**config.mk**
```make
export PLATFORM = sky130hd
export DESIGN_NAME = uart_pixel_packer
export DESIGN_NICKNAME = d
export VERILOG_FILES = /design/src/rtl/uart_pixel_packer_pkg.sv /design/src/rtl/uart_pixel_packer_byte_timeout_ctr.sv /design/src/rtl/uart_pixel_packer.sv
export SDC_FILE = /design/constraint.sdc
export NUM_CORES = 1
export LEC_CHECK = 0
export ABC_AREA = 1
export BUFFER_PORTS_ARGS = -buffer_cell sky130_fd_sc_hd__buf_2
export CORE_UTILIZATION = 30
export DETAILED_ROUTE_END_ITERATION = 16
export GPL_ROUTABILITY_DRIVEN = 1
export PLACE_DENSITY = 0.56
export RECOVER_POWER = 25
export SLEW_MARGIN = 20
export SYNTH_ARGS = -nofsm -noshare
export SYNTH_HDL_FRONTEND = slang
export SYNTH_SLANG_ARGS = --single-unit
```
**constraint.sdc**
```tcl
create_clock -name clk -period 2.65 [get_ports clk]
set_input_delay 0 -clock clk [delete_from_list [all_inputs] [get_ports clk]]
set_output_delay 0 -clock clk [all_outputs]
set_load 0.02 [all_outputs]
```
**src/rtl/uart_pixel_packer_pkg.sv**
```systemverilog
// ---------------------------------------------------------------------------
// uart_pixel_packer_pkg
//   Shared definitions for the UART pixel packer and its neighbours in the
//   frame-buffer RAM controller.
//   - pk_state_e : 2-bit packer FSM encoding (HUNT0, HUNT1, PIX_LO, PIX_HI)
//   - HDR0_DEF / HDR1_DEF : default frame header bytes
//   - PIX_W / IDX_W : pixel and pixel-index widths
//   - TOP_ST_* : top-level controller state codes shared with the RAM
//     controller and the top (the packer is enabled in TOP_ST_RECV)
//   - pack_pixel : assembles {B,G,R} from the lo byte and the hi-byte nibble
// ---------------------------------------------------------------------------
package uart_pixel_packer_pkg;

  typedef enum logic [1:0] {
    HUNT0  = 2'd0,
    HUNT1  = 2'd1,
    PIX_LO = 2'd2,
    PIX_HI = 2'd3
  } pk_state_e;

  localparam logic [7:0] HDR0_DEF = 8'hAA;
  localparam logic [7:0] HDR1_DEF = 8'h55;

  localparam int PIX_W = 12;
  localparam int IDX_W = 15;

  localparam logic [7:0] TOP_ST_IDLE = 8'h01;
  localparam logic [7:0] TOP_ST_RECV = 8'h02;
  localparam logic [7:0] TOP_ST_SEND = 8'h03;

  // lo byte carries {G,R}; only the low nibble of the hi byte (B) is used.
  function automatic logic [PIX_W-1:0] pack_pixel(input logic [7:0] lo,
                                                   input logic [3:0] b_nib);
    return {b_nib, lo};
  endfunction

endpackage

```
**src/rtl/uart_pixel_packer_byte_timeout_ctr.sv**
```systemverilog
// ---------------------------------------------------------------------------
// uart_pixel_packer_byte_timeout_ctr
//   Inter-byte timeout counter for the pixel packer.
//   Ports:
//     clk, rst_n : clock, asynchronous active-low reset
//     clear      : zero the counter (a byte arrived, or the packer is disabled)
//     run        : count this cycle (packer is inside a frame)
//     expire     : high while the counter sits at TIMEOUT_CYC-1 with run set
//                  and no clear; the packer aborts on it
//   The counter saturates at TIMEOUT_CYC-1 instead of wrapping, so a stalled
//   stream can never look like a fresh one.
// ---------------------------------------------------------------------------
module uart_pixel_packer_byte_timeout_ctr #(
  parameter logic [23:0] TIMEOUT_CYC = 24'd500000
) (
  input  logic clk,
  input  logic rst_n,
  input  logic clear,
  input  logic run,
  output logic expire
);

  localparam logic [23:0] LIMIT = TIMEOUT_CYC - 24'd1;

  logic [23:0] cnt;

  always_ff @(posedge clk or negedge rst_n) begin
    if (!rst_n) begin
      cnt <= '0;
    end else if (clear) begin
      cnt <= '0;
    end else if (run && (cnt != LIMIT)) begin
      cnt <= cnt + 24'd1;
    end
  end

  // A byte on the expiring cycle wins: clear masks the expire pulse.
  assign expire = run && !clear && (cnt == LIMIT);

endmodule

```
**src/rtl/uart_pixel_packer.sv**
```systemverilog
// ---------------------------------------------------------------------------
// uart_pixel_packer
//   Receive-side stage of the frame-buffer RAM controller. Hunts for the
//   two-byte frame header in the UART byte stream, then packs byte pairs
//   into 12-bit pixels {B[3:0],G[3:0],R[3:0]} for the RAM writer.
//   Ports:
//     clk, rst_n    : clock, asynchronous active-low reset
//     en            : 1 = accept bytes (top state TOP_ST_RECV); 0 = forced idle
//     byte_valid    : 1-cycle strobe from the UART receiver
//     byte_data     : received byte, valid with byte_valid
//     rx_valid      : 1-cycle pixel strobe, one clk after the hi byte
//     rx_data       : pixel, held until the next strobe
//     pix_index     : index of the pixel being assembled, 0..W*H-1
//     frame_active  : header accepted and frame not yet finished/aborted
//     frame_done    : pulses together with the last pixel's rx_valid
//     err_timeout   : sticky inter-byte timeout flag, cleared by en=0
//     dbg_state     : current packer FSM state
//
//   Strobe protocol: there is no backpressure. byte_valid and rx_valid are
//   single-cycle qualifiers; data is consumed on the posedge where the
//   strobe is high. Since each pixel needs two bytes, rx_valid is never
//   high on two consecutive cycles, which the negedge-sampling RAM writer
//   relies on.
//
//   pix_index is 15 bits wide, so W*H must not exceed 32768.
// ---------------------------------------------------------------------------
module uart_pixel_packer
  import uart_pixel_packer_pkg::*;
#(
  parameter int          W           = 50,
  parameter int          H           = 40,
  parameter logic [7:0]  HDR0        = HDR0_DEF,
  parameter logic [7:0]  HDR1        = HDR1_DEF,
  parameter logic [23:0] TIMEOUT_CYC = 24'd500000
) (
  input  logic             clk,
  input  logic             rst_n,
  input  logic             en,
  input  logic             byte_valid,
  input  logic [7:0]       byte_data,
  output logic             rx_valid,
  output logic [PIX_W-1:0] rx_data,
  output logic [IDX_W-1:0] pix_index,
  output logic             frame_active,
  output logic             frame_done,
  output logic             err_timeout,
  output pk_state_e        dbg_state
);

  localparam logic [IDX_W-1:0] LAST_IDX = 15'(W * H - 1);

  pk_state_e  state_q;
  logic [7:0] lo_byte;
  logic       tmo_clear;
  logic       tmo_run;
  logic       tmo_expire;

  // Counter restarts on every byte and whenever the packer is disabled;
  // it only advances while a frame is being received.
  assign tmo_clear = !en || byte_valid;
  assign tmo_run   = en && ((state_q == PIX_LO) || (state_q == PIX_HI));

  uart_pixel_packer_byte_timeout_ctr #(
    .TIMEOUT_CYC (TIMEOUT_CYC)
  ) u_tmo (
    .clk    (clk),
    .rst_n  (rst_n),
    .clear  (tmo_clear),
    .run    (tmo_run),
    .expire (tmo_expire)
  );

  always_ff @(posedge clk or negedge rst_n) begin
    if (!rst_n) begin
      state_q      <= HUNT0;
      lo_byte      <= '0;
      rx_valid     <= 1'b0;
      rx_data      <= '0;
      pix_index    <= '0;
      frame_active <= 1'b0;
      frame_done   <= 1'b0;
      err_timeout  <= 1'b0;
    end else begin
      rx_valid   <= 1'b0;
      frame_done <= 1'b0;
      if (!en) begin
        // Forced idle; rx_data keeps the last pixel for the RAM writer.
        state_q      <= HUNT0;
        pix_index    <= '0;
        frame_active <= 1'b0;
        err_timeout  <= 1'b0;
      end else if (byte_valid) begin
        case (state_q)
          HUNT0: begin
            if (byte_data == HDR0) state_q <= HUNT1;
          end
          HUNT1: begin
            if (byte_data == HDR1) begin
              state_q      <= PIX_LO;
              frame_active <= 1'b1;
              pix_index    <= '0;
            end else if (byte_data != HDR0) begin
              // A repeated HDR0 may still be the start of a header.
              state_q <= HUNT0;
            end
          end
          PIX_LO: begin
            // Header values are ordinary pixel data here; no resync.
            lo_byte <= byte_data;
            state_q <= PIX_HI;
          end
          PIX_HI: begin
            rx_data  <= pack_pixel(lo_byte, byte_data[3:0]);
            rx_valid <= 1'b1;
            if (pix_index == LAST_IDX) begin
              frame_done   <= 1'b1;
              frame_active <= 1'b0;
              pix_index    <= '0;
              state_q      <= HUNT0;
            end else begin
              pix_index <= pix_index + 15'd1;
              state_q   <= PIX_LO;
            end
          end
          default: state_q <= HUNT0;
        endcase
      end else if (tmo_expire) begin
        // Abort: partial pixel is dropped, no rx_valid.
        state_q      <= HUNT0;
        pix_index    <= '0;
        frame_active <= 1'b0;
        err_timeout  <= 1'b1;
      end
    end
  end

  assign dbg_state = state_q;

endmodule

```
# [Word level (Yosys, flattened, before mapping)]
# Cells that the tools add are included.
[totals] wordCells=76 out_inout_bits=33 ff_bits=65
[op_classes] n_eq_ne=17 addsub=2 n_mux=32 n_reduce_logical=16
[ops] operator="$mux 15" n=5
[ops] operator="$mux 24" n=2
[ops] operator="$pmux 15 s2" n=1
[ops] operator="$add 24x1->24 const B" n=1
[ops] operator="$eq 24x19->1 const B" n=1
[ops] operator="$ne 24x19->1 const B" n=1
[ops] operator="$add 15x1->15 const B" n=1
[ops] operator="$eq 15x11->1 const B" n=1
[ops] operator="$mux 1" n=15
[ops] operator="$mux 2" n=7
[ops] operator="$reduce_and 3->1" n=4
[ops] operator="$eq 8x7->1 const B" n=1
[ops] operator="$eq 8x8->1 const B" n=1
[ops] operator="$ne 4x4->1 const B" n=2
[ops] operator="$ne 8x8->1 const B" n=1
[ops] operator="$pmux 2 s4" n=1
[ops] operator="$ne 5x5->1 const B" n=1
[ops] operator="$eq 2x2->1 const B" n=2
[ops] operator="$logic_and 1x1->1" n=4
[ops] operator="$ne 4x2->1 const B" n=1
[ops] operator="$ne 4x3->1 const B" n=1
[ops] operator="$reduce_and 4->1" n=1
[ops] operator="$ne 3x1->1 const B" n=1
[ops] operator="$eq 2x1->1 const B" n=1
[ops] operator="8 further kinds" n=10

# [Depth between registers and ports, before layout]
[logic_depth] ltp_word=8 mapped_depth=12 ltp_nobuf=11

# [Cells and area by module]
# Synthesis repeated with hierarchy kept, for this count alone.
[unflattened] cells_unflattened=583 area_unflattened_um2=3978.8
[modules_own_cells] mod="uart_pixel_packer" cells_per_inst=300 instances=1 area_per_inst_um2=2190.9
[modules_own_cells] mod="uart_pixel_packer_byte_timeout_ctr" cells_per_inst=283 instances=1 area_per_inst_um2=1788.0

# [Worst setup path before layout]
# No wires, ideal clock.
[synth_timing] kind="register to register" startpoint="reg pix_index[0]" endpoint="reg pix_index[12]" synth_period_minus_slack_ns=1.751 slack_ns=0.899 setup_ns=0.118 stages_incl_launch_ff=11 path_buffers=0 arrival_ns=1.633 cell_sequence="dfrtp_1 ha_1 nand3_1 inv_1 nand2_1 nor2_1 nand2_1 nor2_1 nand2_1 nand3_1 nand2_1"
[synth_via] elab_chain_cells=5 elab_cells_between_ends=6 classes_between="add/sub: 1; eq/ne: 1; mux: 4"
[synth_rtl] item="start, declared" line_no="uart_pixel_packer.sv:43" source="output logic [IDX_W-1:0] pix_index,"
[synth_rtl] item="start signal, assigned" line_no="uart_pixel_packer.sv:121" source="pix_index <= pix_index + 15'd1;"
[synth_rtl] item="$add 15x1->15 / $eq 15x11->1 (equally long branches)" line_no="uart_pixel_packer.sv:121, uart_pixel_packer.sv:115"
[synth_rtl] item="$mux 15 *" line_no="uart_pixel_packer.sv:115" source="if (pix_index == LAST_IDX) begin"
[synth_rtl] item="$pmux 15 s2 *" line_no="uart_pixel_packer.sv:93" source="case (state_q)"
[synth_rtl] item="$mux 15 *" line_no="uart_pixel_packer.sv:92" source="end else if (byte_valid) begin"
[synth_rtl] item="$mux 15 *" line_no="uart_pixel_packer.sv:86" source="if (!en) begin"
# Mark *: on every way between the ends. The rest lies on a longest branch, timed or not.
# A chain may end at the register's enable or synchronous reset.

# [Worst setup path in the final report]
[layout_timing] startpoint="reg pix_index[0]" endpoint="reg state_q[1], in the netlist dbg_state[1]"
[layout_via] elab_chain_cells=5
[layout_rtl] item="$eq 15x11->1" line_no="uart_pixel_packer.sv:115"
[layout_rtl] item="$mux 2" line_no="uart_pixel_packer.sv:115"
[layout_rtl] item="$pmux 2 s4" line_no="uart_pixel_packer.sv:93"
[layout_rtl] item="$mux 2" line_no="uart_pixel_packer.sv:92"
[layout_rtl] item="$mux 2" line_no="uart_pixel_packer.sv:86"
[layout_rtl] item="end signal, assigned" line_no="uart_pixel_packer.sv:88" source="state_q <= HUNT0;"
[layout_rtl] item="end signal, assigned" line_no="uart_pixel_packer.sv:95" source="if (byte_data == HDR0) state_q <= HUNT1;"
[layout_rtl] item="end signal, assigned" line_no="uart_pixel_packer.sv:119" source="state_q <= HUNT0;"
[layout_rtl] item="end, declared" line_no="uart_pixel_packer.sv:52" source="pk_state_e state_q;"
# Every way passes these cells.

==> impl_metrics.json <==
{
  "run_status": "finished with violations",
  "violations": "capacitance limit, slew limit",
  "cts_setup_buffers": 0,
  "fp-row-count": 40,
  "cts_buffer_depth": 2,
  "grt_util_all_layers_pct": 14.8,
  "syn_avg_cell_area_um2": 7.10,
  "tns_ns": 0,
  "ir_drop_mv": 0.244,
  "max_freq_mhz": 456,
  "finalSetupViolations": 0,
  "path_clk_slew_ns": 0.05,
  "dp_worst_setup_slack_ns": 0.543,
  "syn_nets": 537,
  "overflow": 0,
  "setup_ws_ns": 0.458,
  "dp_hpwl_um": 6370,
  "p_total_mw": 2.29,
  "clk_latency_ns": 0.33,
  "hp-class": "input pin to register",
  "final_layout_size_suffix_gt1_share_pct": 11.1,
  "fin_area_um2": 4500,
  "vias": 3421,
  "critPathMaxFanout": 6,
  "gp_congestion": 0.921,
  "wl_per_cell_um": 11.8,
  "synth_cells": 523,
  "ys_seq_elements": 65,
  "instances_no_fill": 756,
  "pwr_density_cell_nw_per_um2": 510,
  "drt_pass1_iterations": 5,
  "cts_root_buf": "clkbuf_16",
  "fin_crit_ns": 2.19,
  "n_antenna_cell": 0,
  "timing.final.crit_share_pct": 82.7,
  "cts_sinks": 65,
  "maxSlewViolCount": 32,
  "avgViaCountPerCell": 4.53,
  "chipHeight_um": 113,
  "timing_worst_setup_path_type": "register to register",
  "ys_seq_area_share_pct": 43.8,
  "dp.cells": 729,
  "grt_max_degree": 35,
  "hold_viol_final": 0,
  "die_area_um2": 12800,
  "io-pin-count": 45,
  "synthFlopType": "dfrtp_1",
  "cts_tree": "yes",
  "drc": 0,
  "critPathArrivalTime_ns": 2.41,
  "yosysWarningCount": 0,
  "portBuffers": 44,
  "skew_ns": 0.00817,
  "core_area_um2": 12100,
  "yosysUniqueCellTypes": 28,
  "worst_pin_slew_ns": 1.82,
  "cp-start-kind": "register",
  "grt_antenna_before_repair": 0,
  "drtIter0Drc": 209,
  "fin_nets": 597,
  "grt_pass1_wl_um": 14900,
  "relSlewSlack_pct": -21.5,
  "critPathCaptureType": "register",
  "final_antenna_net_count": 0,
  "async_flop_share_pct": 100,
  "p_leak_nw": 2.21,
  "place_area_um2": 4120,
  "cts_max_level": 3,
  "grt_setup_unrepaired": "no",
  "grt_pass1_vias": 3189,
  "cts_buffers": 9,
  "areaGrowthSynthToFinish_pct": 21.1,
  "syn_area_um2": 3710,
  "synth_edf_count": 0,
  "chipWidth_um": 113,
  "start_util_pct": 30.8,
  "worstPathRequired_ns": 2.87,
  "wl_um": 8950,
  "cap_violations": 1
}
==> state kept, by name (all words and copies together), names as in the netlist <==
signal        flops
dbg_state         2
err_timeout       1
rx_valid          1
u_tmo.cnt        24
frame_active      1
pix_index        15
lo_byte           8
frame_done        1
rx_data          12
==> worst max-delay path, cell delays in order (launching register included) <==
cell           delay (ns)
dfrtp_1              0.42
ha_1                 0.21
nand3_1              0.14
inv_1                0.11
nand3_1              0.07
nor3_1               0.36
nand2_1              0.11
nand4_1              0.08
dlygate4sd3_1        0.55
nand2_1              0.05
==> where the power goes <==
part | internal (mW) | switching (mW)
sequential | 0.999 | 0.00542
clock | 0.727 | 0.450
combinational | 0.0346 | 0.0784
==> cells in the final DEF, fill, tap and decap left out, types with 3 or more instances in the layout <==
master / n
dlygate4sd3_1: 11
clkbuf_16: 9
nand2_2: 4
buf_2: 27
o21ai_0: 18
nand4_1: 13
o21ai_1: 7
dfrtp_1: 65
nor3_1: 8
mux2_2: 3
clkinv_2: 4
xor2_1: 16
inv_1: 54
nand2_1: 198
nor2_1: 61
clkbuf_1: 17
nand3_1: 49
==> synthesized netlist by cell type, types with 3 or more instances <==
master	count	area, µm²
buf_6	4	45.0
clkbuf_1	4	15.0
dfrtp_1	65	1630
inv_1	54	203
mux2_2	3	33.8
nand2_1	198	743
nand2_2	4	25.0
nand3_1	49	245
nand4_1	13	81.3
nor2_1	61	229
nor3_1	8	40.0
o21ai_0	18	90.1
o21ai_1	7	35.0
xor2_1	16	140
==> routing by layer <==
metal | up-vias | part of all wire [%] | global-route usage, %
met3 | 10 | 3.4 | 3.48
li1 | 1761 | - | -
met1 | 1579 | 48 | 18.3
met4 | 0 | 1.6 | 5.61
met5 | - | 0 | 0
met2 | 71 | 47 | 24.8
==> logic make-up (layout without fill, tap and decap cells) <==
| group | Yosys count | count (layout) | synth area share, % |
|---|---|---|---|
| adders and majority gates | 2 | 2 | 0.674 |
| muxes | 3 | 3 | 0.909 |
| AOI/OAI and AO/OA | 29 | 29 | 4.18 |
| buffers and inverters | 65 | 130 | 7.44 |
| and+or+nand+nor | 342 | 342 | 39.0 |
| xor gates and xnor gates | 17 | 17 | 4.01 |
| DFF | 65 | 65 | 43.8 |
==> layout make-up <==
type | instances | area [µm²]
inverters | 56 | 211
well taps | 168 | 210
repair buffers | 58 | 344
clock inverters | 7 | 70.1
flip-flops and latches | 65 | 1630
fillers | 1280 | 7560
multi-input cells | 393 | 1810
clock buffers | 9 | 225
==> worst paths after layout <==
check / from / end / slack, ns / cells after the start
worst min-delay path: byte_data[2] / rx_data[10]$_DFFE_PN0P_ / 0.02 / 3
min in group asynchronous: rst_n / pix_index[11]$_DFFE_PN0P_ / 0.70 / 2
max in group asynchronous: rst_n / rx_data[5]$_DFFE_PN0P_ / 0.90 / 2
worst max register to register: pix_index[0]$_DFFE_PN0P_ / dbg_state[1]$_DFFE_PN0P_ / 0.46 / 9
worst max-delay path: pix_index[0]$_DFFE_PN0P_ / dbg_state[1]$_DFFE_PN0P_ / 0.46 / 9
worst min register to register: rx_data[2]$_DFFE_PN0P_ / rx_data[2]$_DFFE_PN0P_ / 0.47 / 2
==> metrics by stage <==
step	util (%)	hold slack [ns]
6_report	37.3	0.0218
5_1_grt	37.3	0.0374
3_5_place_dp	34.1	0.113
3_3_place_gp	34.1	0.104
4_1_cts	37.5	0.00903
2_1_floorplan	-	-0.296
==> what timing repair did <==
| action | in CTS | in global routing |
|---|---|---|
| hold buffers | 11 | 0 |
| endpoints found under the setup margin | 0 | 0 |
| gates resized for setup | 0 | 0 |
| endpoints found under the hold margin | 42 | 0 |
Power figures use the tool's default switching activity.
